--- src/rtl/addsub_pkg.sv ---
// Shared helpers for the pipelined add/subtract unit: saturation constants and a log2 helper.
package addsub_pkg;

    localparam int unsigned MAX_W = 64;

    // Ceiling log2, usable in constant expressions.
    function automatic int unsigned clog2(input int unsigned n);
        int unsigned r;
        r = 0;
        while ((64'(1) << r) < 64'(n)) begin
            r++;
        end
        return r;
    endfunction

    // Largest positive two's complement value of width w (0x7F..F).
    function automatic logic [MAX_W-1:0] sat_max(input int unsigned w);
        return (MAX_W'(1) << (w - 1)) - MAX_W'(1);
    endfunction

    // Most negative two's complement value of width w (0x80..0).
    function automatic logic [MAX_W-1:0] sat_min(input int unsigned w);
        return MAX_W'(1) << (w - 1);
    endfunction

endpackage

--- src/rtl/addsub_seg.sv ---
// One SEG-bit ripple-carry slice of the pipelined adder.
// Also exposes the carry into its MSB so the top slice can flag signed overflow.
module addsub_seg
    import addsub_pkg::*;
#(
    parameter int unsigned SEG = 8
) (
    input  logic [SEG-1:0] i_a,
    input  logic [SEG-1:0] i_b,
    input  logic           i_cin,
    output logic [SEG-1:0] o_sum,
    output logic           o_cout,
    output logic           o_cim
);

    logic [SEG:0] w_c;

    always_comb begin
        w_c    = '0;
        o_sum  = '0;
        w_c[0] = i_cin;
        for (int i = 0; i < int'(SEG); i++) begin
            o_sum[i]  = i_a[i] ^ i_b[i] ^ w_c[i];
            w_c[i+1]  = (i_a[i] & i_b[i]) | (w_c[i] & (i_a[i] ^ i_b[i]));
        end
    end

    assign o_cout = w_c[SEG];
    assign o_cim  = w_c[SEG-1];

endmodule

--- src/rtl/addsub_pipe.sv ---
// Pipelined signed/unsigned add/subtract with optional signed saturation.
// Carry chain is cut into STAGES registered slices; valid/ready stream with a global stall enable.
module addsub_pipe
    import addsub_pkg::*;
#(
    parameter int unsigned WIDTH  = 16,
    parameter int unsigned STAGES = 2,
    parameter bit          SAT_EN = 1'b1
) (
    input  logic             clk,
    input  logic             rst_n,
    input  logic             in_valid,
    output logic             in_ready,
    input  logic [WIDTH-1:0] in_a,
    input  logic [WIDTH-1:0] in_b,
    input  logic             in_sub,
    input  logic             in_sat,
    output logic             out_valid,
    input  logic             out_ready,
    output logic [WIDTH-1:0] out_result,
    output logic             out_overflow,
    output logic             out_cbout
);

    localparam int unsigned SEG = WIDTH / STAGES;
    localparam logic [WIDTH-1:0] SAT_MAX = WIDTH'(sat_max(WIDTH));
    localparam logic [WIDTH-1:0] SAT_MIN = WIDTH'(sat_min(WIDTH));

    if (STAGES < 1 || STAGES > WIDTH || (WIDTH % STAGES) != 0 || WIDTH > MAX_W) begin : g_bad_cfg
        $error("addsub_pipe: need 1 <= STAGES <= WIDTH <= 64 and WIDTH a multiple of STAGES");
    end

    // In-flight beat: operands travel with the partial sum and the slice carry.
    typedef struct packed {
        logic             valid;
        logic             sub;
        logic             sat;
        logic [WIDTH-1:0] a;
        logic [WIDTH-1:0] b;
        logic [WIDTH-1:0] sum;
        logic             carry;
    } stage_t;

    logic   w_adv;
    stage_t w_src [STAGES];

    // The whole pipe advances together; it only holds when the output beat is stuck.
    assign w_adv    = ~out_valid | out_ready;
    assign in_ready = w_adv;

    // Subtraction is a + ~b + 1: invert b and inject the 1 as the first carry-in.
    assign w_src[0] = '{
        valid: in_valid,
        sub:   in_sub,
        sat:   in_sat,
        a:     in_a,
        b:     in_sub ? ~in_b : in_b,
        sum:   '0,
        carry: in_sub
    };

    for (genvar k = 0; k < int'(STAGES); k++) begin : g_stage
        logic [SEG-1:0] w_sum;
        logic           w_cout;
        logic           w_cim;

        addsub_seg #(
            .SEG (SEG)
        ) u_seg (
            .i_a    (w_src[k].a[k*SEG +: SEG]),
            .i_b    (w_src[k].b[k*SEG +: SEG]),
            .i_cin  (w_src[k].carry),
            .o_sum  (w_sum),
            .o_cout (w_cout),
            .o_cim  (w_cim)
        );

        if (k < int'(STAGES) - 1) begin : g_mid
            stage_t w_nxt;
            stage_t r_stg;
            logic   w_unused_cim;

            assign w_unused_cim = w_cim;

            always_comb begin
                w_nxt                   = w_src[k];
                w_nxt.sum[k*SEG +: SEG] = w_sum;
                w_nxt.carry             = w_cout;
            end

            always_ff @(posedge clk or negedge rst_n) begin
                if (!rst_n) begin
                    r_stg <= '0;
                end else if (w_adv) begin
                    r_stg <= w_nxt;
                end
            end

            assign w_src[k+1] = r_stg;
        end else begin : g_last
            logic [WIDTH-1:0] w_raw;
            logic             w_ovf;
            logic             w_clamp;

            always_comb begin
                w_raw                   = w_src[k].sum;
                w_raw[k*SEG +: SEG]     = w_sum;
            end

            assign w_ovf   = w_cout ^ w_cim;
            assign w_clamp = SAT_EN & w_src[k].sat & w_ovf;

            // Final slice writes straight into the output registers.
            always_ff @(posedge clk or negedge rst_n) begin
                if (!rst_n) begin
                    out_valid    <= 1'b0;
                    out_result   <= '0;
                    out_overflow <= 1'b0;
                    out_cbout    <= 1'b0;
                end else if (w_adv) begin
                    out_valid <= w_src[k].valid;
                    if (w_src[k].valid) begin
                        out_result   <= w_clamp ? (w_src[k].a[WIDTH-1] ? SAT_MIN : SAT_MAX) : w_raw;
                        out_overflow <= w_ovf;
                        out_cbout    <= w_src[k].sub ? ~w_cout : w_cout;
                    end
                end
            end
        end
    end

endmodule

--- config.mk ---
export PLATFORM = sky130hd
export DESIGN_NAME = addsub_pipe
export DESIGN_NICKNAME = d
export VERILOG_FILES = /design/src/rtl/addsub_pkg.sv /design/src/rtl/addsub_seg.sv /design/src/rtl/addsub_pipe.sv
export SDC_FILE = /design/constraint.sdc
export NUM_CORES = 1
export LEC_CHECK = 0
export ABC_AREA = 1
export CAP_MARGIN = 20
export CORE_ASPECT_RATIO = 0.6
export CORE_UTILIZATION = 30
export DETAILED_ROUTE_END_ITERATION = 8
export RECOVER_POWER = 100
export SYNTH_ARGS = -nofsm -noshare
export SYNTH_HDL_FRONTEND = slang
export SYNTH_SLANG_ARGS = --single-unit
--- constraint.sdc ---
create_clock -name clk -period 4.3 [get_ports clk]
set_input_delay 0.43 -clock clk [delete_from_list [all_inputs] [get_ports clk]]
set_output_delay 0.43 -clock clk [all_outputs]
set_load 0.05 [all_outputs]
# Word level (Yosys, flattened, before mapping)
# Cells that the tools add are included.
# op_classes
n_mux,4
bitwise_logic,86
n_reduce_logical,1
# op_table
operator,count
16-bit 2-to-1 mux,3
1-bit AND,33
1-bit XOR,33
1-bit OR,17
16-bit inverter,1
1-bit inverter,2
2-bit AND reduction,1
1-bit 2-to-1 mux,1
# totals
regBits,63
in_bits,38
out_inout_bits,20
elab_cells,102

# Logic depth before layout (Yosys ltp)
# Gate-level depths: netlist of the first run.
# depth
word_depth,20
depth_mapped,19
depth_no_buf,18

# Modules after synthesis
# Synthesis of the first run repeated with hierarchy kept, for this count alone.
# hier_totals
hier_cells,284
area_unflattened_um2,2549.9
# modules_own_cells
mod,instances,cells_each,area_per_inst_um2,seq_area_each_um2
addsub_pipe,1,248,2154.6,1176.1
addsub_seg,2,18,197.7,0.0

# Worst setup path after synthesis of the first run
# Ideal clock, no wire load.
# synth_timing
path_kind,register to register
start,register g_stage[0].g_mid.r_stg[25] in the netlist's numbering
end,register out_result[10]
setup_time_ns,0.118
t_arrival_ns,3.628
required_ns,4.182
setup_slack_ns,0.554
path_stages_with_launch,20
path_buffers,1
period_less_slack_ns,3.746
cell_sequence,dfrtp_1 > fa_1 > fa_1 > fa_1 > fa_1 > inv_1 > fa_1 > fa_1 > inv_1 > fa_1 > inv_2 > fa_1 > inv_1 > nand2_2 > nand3_4 > buf_6 > nand2_1 > nand2_1 > nand2_1 > nand2_1
# synth_via
elab_chain_cells,20
word_cells_on_any_way,22
cone_classes,mux (1); bitwise (21)
# synth_rtl
element,line_no,rtl
from (decl),addsub_pipe.sv:80,stage_t r_stg;
from (signal assigned),addsub_pipe.sv:95,r_stg <= w_nxt;
1-bit XOR,addsub_seg.sv:24,w_c[i+1] = (i_a[i] & i_b[i]) | (w_c[i] & (i_a[i] ^ i_b[i]));
1-bit AND,addsub_seg.sv:24,
1-bit OR *,addsub_seg.sv:24,
1-bit AND *,addsub_seg.sv:24,
1-bit OR *,addsub_seg.sv:24,
1-bit AND,addsub_seg.sv:24,
1-bit OR,addsub_seg.sv:24,
1-bit AND,addsub_seg.sv:24,
[4 not listed],n/a,
1-bit OR,addsub_seg.sv:24,
1-bit AND,addsub_seg.sv:24,
1-bit OR,addsub_seg.sv:24,
1-bit AND,addsub_seg.sv:24,
1-bit OR,addsub_seg.sv:24,
1-bit XOR,addsub_pipe.sv:110,assign w_ovf = w_cout ^ w_cim;
1-bit AND,addsub_pipe.sv:111,assign w_clamp = SAT_EN & w_src[k].sat & w_ovf;
16-bit 2-to-1 mux *,addsub_pipe.sv:123,out_result <= w_clamp ? (w_src[k].a[WIDTH-1] ? SAT_MIN : SAT_MAX) : w_raw;
to (signal assigned),addsub_pipe.sv:123,
to (decl),addsub_pipe.sv:20,"output logic [WIDTH-1:0] out_result,"
# Mark *: on every way between the ends. The rest lies on a longest branch, timed or not.
# A chain may end at the register's enable or synchronous reset.

# Worst setup path after layout of the first run
# layout_timing
start,register g_stage[0].g_mid.r_stg[25] in the netlist's numbering
end,register out_result[3]
# layout_via
elab_chain_cells,20
word_cells_on_any_way,21
cone_classes,mux (1); bitwise (20)
# layout_rtl
element,line_no
1-bit XOR,addsub_seg.sv:24
1-bit AND,addsub_seg.sv:24
1-bit OR *,addsub_seg.sv:24
1-bit AND *,addsub_seg.sv:24
1-bit OR *,addsub_seg.sv:24
1-bit AND *,addsub_seg.sv:24
1-bit OR *,addsub_seg.sv:24
1-bit AND *,addsub_seg.sv:24
[4 not listed],n/a
1-bit OR *,addsub_seg.sv:24
1-bit AND *,addsub_seg.sv:24
1-bit OR *,addsub_seg.sv:24
1-bit AND,addsub_seg.sv:24
1-bit OR,addsub_seg.sv:24
1-bit XOR *,addsub_pipe.sv:110
1-bit AND *,addsub_pipe.sv:111
16-bit 2-to-1 mux *,addsub_pipe.sv:123
# Marked as above.

==> impl_metrics.env, run 1 <==
export IMPL_hold_violations=0
export IMPL_wl_um=5230
export IMPL_place_ws_ns=0.166
export IMPL_clk_latency_ns=0.29
export IMPL_cp_end_kind="flop"
export IMPL_numCtsBuffers=5
export IMPL_cts_tree="done"
export IMPL_finalSetupTns_ns=0
export IMPL_synth_edff_count=0
export IMPL_hp_start="out_result[1]"
export IMPL_setup_viol=0
export IMPL_finalCritPeriodShare=0.924
export IMPL_io_buffers=57
export IMPL_fin_util=0.414
export IMPL_hold_class="flop to flop"
export IMPL_synth_seq_cells=47
export IMPL_cts_htree_levels=2
export IMPL_ios=58
export IMPL_r2r_start="g_stage[0].g_mid.r_stg[25]"
export IMPL_yosysSeqAreaShare=0.471
export IMPL_antenna_found_initial=0
export IMPL_grt_pass1_wl_um=9060
export IMPL_clockBufferDepth=2
export IMPL_grt_use_total=0.136
export IMPL_mappedNetlistNets=330
export IMPL_drcViolationCount=0
export IMPL_synth_async_reset_ratio=1.00
export IMPL_r2r_end="out_result[3]"
export IMPL_wl_per_cell_um=11.8
export IMPL_rsz0062_at_grt="false"
export IMPL_core_area_um2=7980
export IMPL_die_height_um=72.6
export IMPL_root_buffer="clkbuf_16"
export IMPL_pwr_density_cell_nw_per_um2=589
export IMPL_outcome="finished with violations"
export IMPL_leakage_nw=1.63
export IMPL_path_class="flop to flop"
export IMPL_skew_ns=0.00475
export IMPL_start_util=0.313
export IMPL_place_area_um2=3120
export IMPL_min_delay_path_depth=2
export IMPL_arrival_ns=4.15
export IMPL_period_minus_slack_ns=3.97
export IMPL_violations="max-capacitance violations, max-slew violations"
export IMPL_rows=25
export IMPL_tightest_slew_ns=2.21
export IMPL_via_count=1808
export IMPL_nNetsFinal=387
export IMPL_vdd_ir_drop_max_v=0.000179
export IMPL_gp_congestion=0.713
export IMPL_syn_avg_cell_area_um2=9.01
export IMPL_syn_to_final_growth_pct=32.4
export IMPL_mostFrequentLayoutCells="135 x nand2_1, 47 x dfrtp_1, 34 x clkdlybuf4s50_1"
export IMPL_required_ns=4.48
export IMPL_drive_gt1_frac=0.0567
export IMPL_holdPathEnd="out_result[1]"
export IMPL_ys_warn_count=0
export IMPL_final_common_cell="nand2_1"
export IMPL_ys_types=20
export IMPL_fmax_mhz=252
export IMPL_grt_max_degree=48
export IMPL_die_w_um=120
export IMPL_cp_max_fo=16
export IMPL_slew_headroom=-0.472
export IMPL_final_area_um2=3300
export IMPL_reg2reg_slack_ns=0.33
export IMPL_via_per_inst=4.08
export IMPL_ys_flop_type="dfrtp_1"
export IMPL_drtPass1Iterations=4
export IMPL_diodes=0
export IMPL_clock_sinks=47
export IMPL_drt_iter0_drc=127
export IMPL_antenna_left=0
export IMPL_ff2ff_path_depth=18
export IMPL_maxCapViolations=1
export IMPL_die_area_um2=8700
export IMPL_syn_instance_count=277
export IMPL_final_setup_worst_slack_ns=0.327
export IMPL_grt_pass1_vias=1894
export IMPL_worstSetupStartpointType="flop"
export IMPL_grt_ovfl_total=0
export IMPL_dp_final_hpwl_um=3950
export IMPL_path_clk_slew_ns=0.06
export IMPL_synth_area_um2=2490
export IMPL_slew_viol_final=42
==> layout make-up <==
type                            instances  area (um^2)
Inverter                               24         90.1
Fill cell                             813         4670
Tap cell                              108          135
Sequential cell                        47         1180
Clock buffer                            6          139
Timing Repair Buffer                   62          597
Multi-Input combinational cell        194         1130
Clock inverter                          2         35.0
==> flip-flops by register name, summed over array words and instances, names as in the netlist <==
| name | count |
|---|---|
| g_stage.g_mid.r_stg | 28 |
| out_result | 16 |
| out_cbout | 1 |
| out_overflow | 1 |
| out_valid | 1 |
==> kinds of logic after synthesis <==
family                   Yosys count  synth area share
AND/OR/NAND/NOR                  143             0.236
XOR/XNOR                          16            0.0562
buffers and inverters             36            0.0747
adder cells (fa/ha/maj)           15             0.120
flip-flops                        47             0.471
AO/OA/AOI/OAI                     20            0.0416
==> report_power, final <==
group          switching, mW  internal (mW)  leakage (nW)
Combinational          0.567          0.279         0.970
Clock                  0.163          0.289        0.0868
Sequential            0.0769          0.573         0.571
Total                  0.807           1.14          1.63
==> synth_stat cells, types with 2 or more instances <==
cell type	n	area, um^2
nand3_4	2	35.0
fa_1	15	300
xor2_1	3	26.3
buf_6	5	56.3
o21ai_0	14	70.1
o21ai_1	4	20.0
xnor2_1	13	114
buf_4	2	15.0
dfrtp_1	47	1180
nand2_2	2	12.5
nand2_1	134	503
inv_1	21	78.8
nor2_4	2	22.5
buf_2	5	25.0
inv_2	3	11.3
==> critical path: stages (launching register included) <==
cell and delay [ns]:
dfrtp_1 0.40, fa_1 0.44, fa_1 0.39, fa_1 0.42, fa_1 0.37, inv_1 0.08
fa_1 0.18, fa_1 0.16, inv_1 0.05, fa_1 0.42, inv_2 0.10, fa_2 0.23
inv_1 0.07, nand2_2 0.08, nand3_4 0.16, nand2_1 0.11, nand2_1 0.05, nand2_1 0.07
nand2_1 0.06
==> metal layers <==
layer / vias up / GRT usage / routed length [um]
li1: 943 / - / -
met1: 814 / 0.212 / 2900
met2: 44 / 0.179 / 1980
met3: 7 / 0.0375 / 289
met4: 0 / 0.0417 / 53
met5: - / 0 / 0
==> metrics by stage <==
stage	power [mW]	cells	hold slack, ns
2_1_floorplan	1.25	277	0.134
3_3_place_gp	1.54	433	0.467
3_5_place_dp	1.55	433	0.468
4_1_cts	2.01	441	0.375
5_1_grt	2.09	443	0.495
6_report	1.95	443	0.477
==> timing repair <==
item | CTS | global route
setup buffers | 0 | 0
endpoints found under the hold margin | 0 | 6
hold buffers | 0 | 1
endpoints found under the setup margin | 0 | 1
gates resized for setup | 0 | 1
==> worst max path at each step <==
stage,startpoint,endpoint,slack (ns),cells past startpoint
5_1_grt,g_stage[0].g_mid.r_stg[25],out_result[7],0.02,18
3_3_place_gp,in_sub,g_stage[0].g_mid.r_stg[8],0.24,13
4_1_cts,g_stage[0].g_mid.r_stg[25],out_result[3],0.30,18
2_1_floorplan,g_stage[0].g_mid.r_stg[25],out_result[10],0.55,19
3_5_place_dp,in_sub,g_stage[0].g_mid.r_stg[8],0.17,13
6_report,g_stage[0].g_mid.r_stg[25],out_result[3],0.33,18
Power figures use the tool's default switching activity.
==> run 2: changes to the inputs <==
- CORE_MARGIN: default -> 3
- clock period: 4.3 -> 5.2 ns (I/O delays scaled with it)
==> run 2 against run 1 <==
  * The run now ends clean
  * Via count grew 1.2%
  * Design area shrank 1.1%
  * Clock-buffer cell count is the same
  * Critical endpoint is now in_ready
  * Highest routed layer unchanged
==> impl_metrics.env, run 2 (synthesis gave the netlist of run 1 again) <==
export IMPL_skew_ns=0.00669
export IMPL_maxCapViolations=0
export IMPL_start_util=0.313
export IMPL_drtPass1Iterations=6
export IMPL_diodes=0
export IMPL_grt_pass1_wl_um=9340
export IMPL_period_minus_slack_ns=4.33
export IMPL_drcViolationCount=0
export IMPL_startpoint="out_ready"
export IMPL_via_per_inst=4.15
export IMPL_antenna_left=0
export IMPL_r2r_start="g_stage[0].g_mid.r_stg[25]"
export IMPL_die_area_um2=9480
export IMPL_drt_iter0_drc=94
export IMPL_root_buffer="clkbuf_16"
export IMPL_pwr_share_comb=0.435
export IMPL_largest_register_ffs=28
export IMPL_ios=58
export IMPL_wl_um=5560
export IMPL_total_power_mw=1.61
export IMPL_antenna_found_initial=0
export IMPL_hold_class="flop to flop"
export IMPL_dp_final_hpwl_um=4200
export IMPL_required_ns=4.68
export IMPL_die_height_um=76.6
export IMPL_vdd_ir_drop_max_v=0.000168
export IMPL_cts_setup_buffers=0
export IMPL_clock_sinks=47
export IMPL_clockBufferDepth=2
export IMPL_grt_max_degree=48
export IMPL_mostFrequentLayoutCells="135 x nand2_1, 47 x dfrtp_1, 35 x clkdlybuf4s50_1"
export IMPL_arrival_ns=3.81
export IMPL_io_buffers=57
export IMPL_cts_resized_gates=0
export IMPL_grt_pass1_vias=1885
export IMPL_syn_to_final_growth_pct=31.0
export IMPL_via_count=1829
export IMPL_final_common_cell="nand2_1"
export IMPL_setup_viol=0
export IMPL_die_w_um=124
export IMPL_leakage_nw=1.62
export IMPL_grt_ovfl_total=0
export IMPL_top_regs="g_stage.g_mid.r_stg x28, out_result x16"
export IMPL_core_area_um2=7980
export IMPL_wl_per_cell_um=12.6
export IMPL_drive_gt1_frac=0.0420
export IMPL_place_ws_ns=0.772
export IMPL_finalCritPeriodShare=0.833
export IMPL_path_clk_slew_ns=0.06
export IMPL_cp_end_kind="output port"
export IMPL_final_setup_worst_slack_ns=0.870
export IMPL_final_area_um2=3270
export IMPL_rsz0062_at_grt="false"
export IMPL_slew_headroom=0.0535
export IMPL_slew_viol_final=0
export IMPL_nNetsFinal=385
export IMPL_pwr_density_cell_nw_per_um2=492
export IMPL_path_class="input port to output port"
export IMPL_rows=25
export IMPL_hold_violations=0
export IMPL_finalSetupTns_ns=0
export IMPL_top_register="g_stage.g_mid.r_stg"
export IMPL_clkPwrFrac=0.231
export IMPL_netSwitchingFraction=0.415
export IMPL_cp_max_fo=38
export IMPL_internal_power_mw=0.942
export IMPL_cts_tree="done"
export IMPL_numCtsBuffers=5
export IMPL_worstSetupStartpointType="input port"
export IMPL_hp_start="out_result[6]"
export IMPL_cts_hold_buf=0
export IMPL_outcome="complete, no violations"
export IMPL_gp_congestion=0.750
export IMPL_power_frac_seq=0.333
export IMPL_netSwitchingPower_mw=0.667
export IMPL_clk_latency_ns=0.28
export IMPL_tightest_slew_ns=1.42
export IMPL_place_area_um2=3110
export IMPL_grt_use_total=0.125
export IMPL_fmax_mhz=231
export IMPL_cts_htree_levels=2
[run 2: changes by cell type in the layout (fill, tap and decap cells not counted)]
cell             delta
nand3_4             -1
inv_1               +1
fa_2                -1
o21ai_0             +1
clkbuf_1            +1
inv_2               -1
fa_1                +1
clkdlybuf4s50_1     +1
buf_4               -2
nand3_1             +1
o21ai_1             -1
dlygate4sd3_1       -2
[run 2: final timing paths]
path	end	slack, ns	cells after the start
max in group asynchronous	out_result[7]	2.90	2
max reg2reg	out_result[7]	0.89	18
min in group asynchronous	g_stage[0].g_mid.r_stg[51]	0.56	1
min reg2reg	out_result[6]	0.47	2
max	in_ready	0.87	5
min	out_result[6]	0.47	2
[run 2: layout make-up]
cell class / instances / area [um^2]
Clock buffer: 6 / 139
Clock inverter: 2 / 35.0
Fill cell: 824 / 4710
Inverter: 24 / 90.1
Multi-Input combinational cell: 194 / 1120
Sequential cell: 47 / 1180
Tap cell: 108 / 135
Timing Repair Buffer: 60 / 576
[run 2: worst max-delay path, cell delays in order]
cell,delay (ns)
clkdlybuf4s50_1,0.45
nor2_4,0.11
clkbuf_1,1.03
inv_1,0.73
dlygate4sd3_1,0.97
[run 2: through the flow]
stage | util | hold WS [ns] | instances
final | 0.410 | 0.472 | 441
after global routing | 0.410 | 0.495 | 441
after CTS | 0.412 | 0.481 | 440
after detailed placement | 0.390 | 0.468 | 432
after global placement | 0.390 | 0.466 | 432
after floorplan | - | 0.224 | 277
[run 2: routing by layer]
| metal | GRT usage | share of wire | vias up |
|---|---|---|---|
| li1 | - | - | 938 |
| met1 | 0.197 | 0.52 | 836 |
| met2 | 0.171 | 0.41 | 50 |
| met3 | 0.0312 | 0.060 | 5 |
| met4 | 0.0265 | 0.0083 | 0 |
| met5 | 0 | 0 | - |
[run 2: power groups by stage]
stage / combinational (mW) / sequential [mW] / clock (mW)
6_report: 0.700 / 0.536 / 0.372
5_1_grt: 0.772 / 0.554 / 0.402
4_1_cts: 0.741 / 0.543 / 0.385
3_3_place_gp: 0.724 / 0.549 / 0
3_5_place_dp: 0.738 / 0.549 / 0
2_1_floorplan: 0.265 / 0.771 / 0
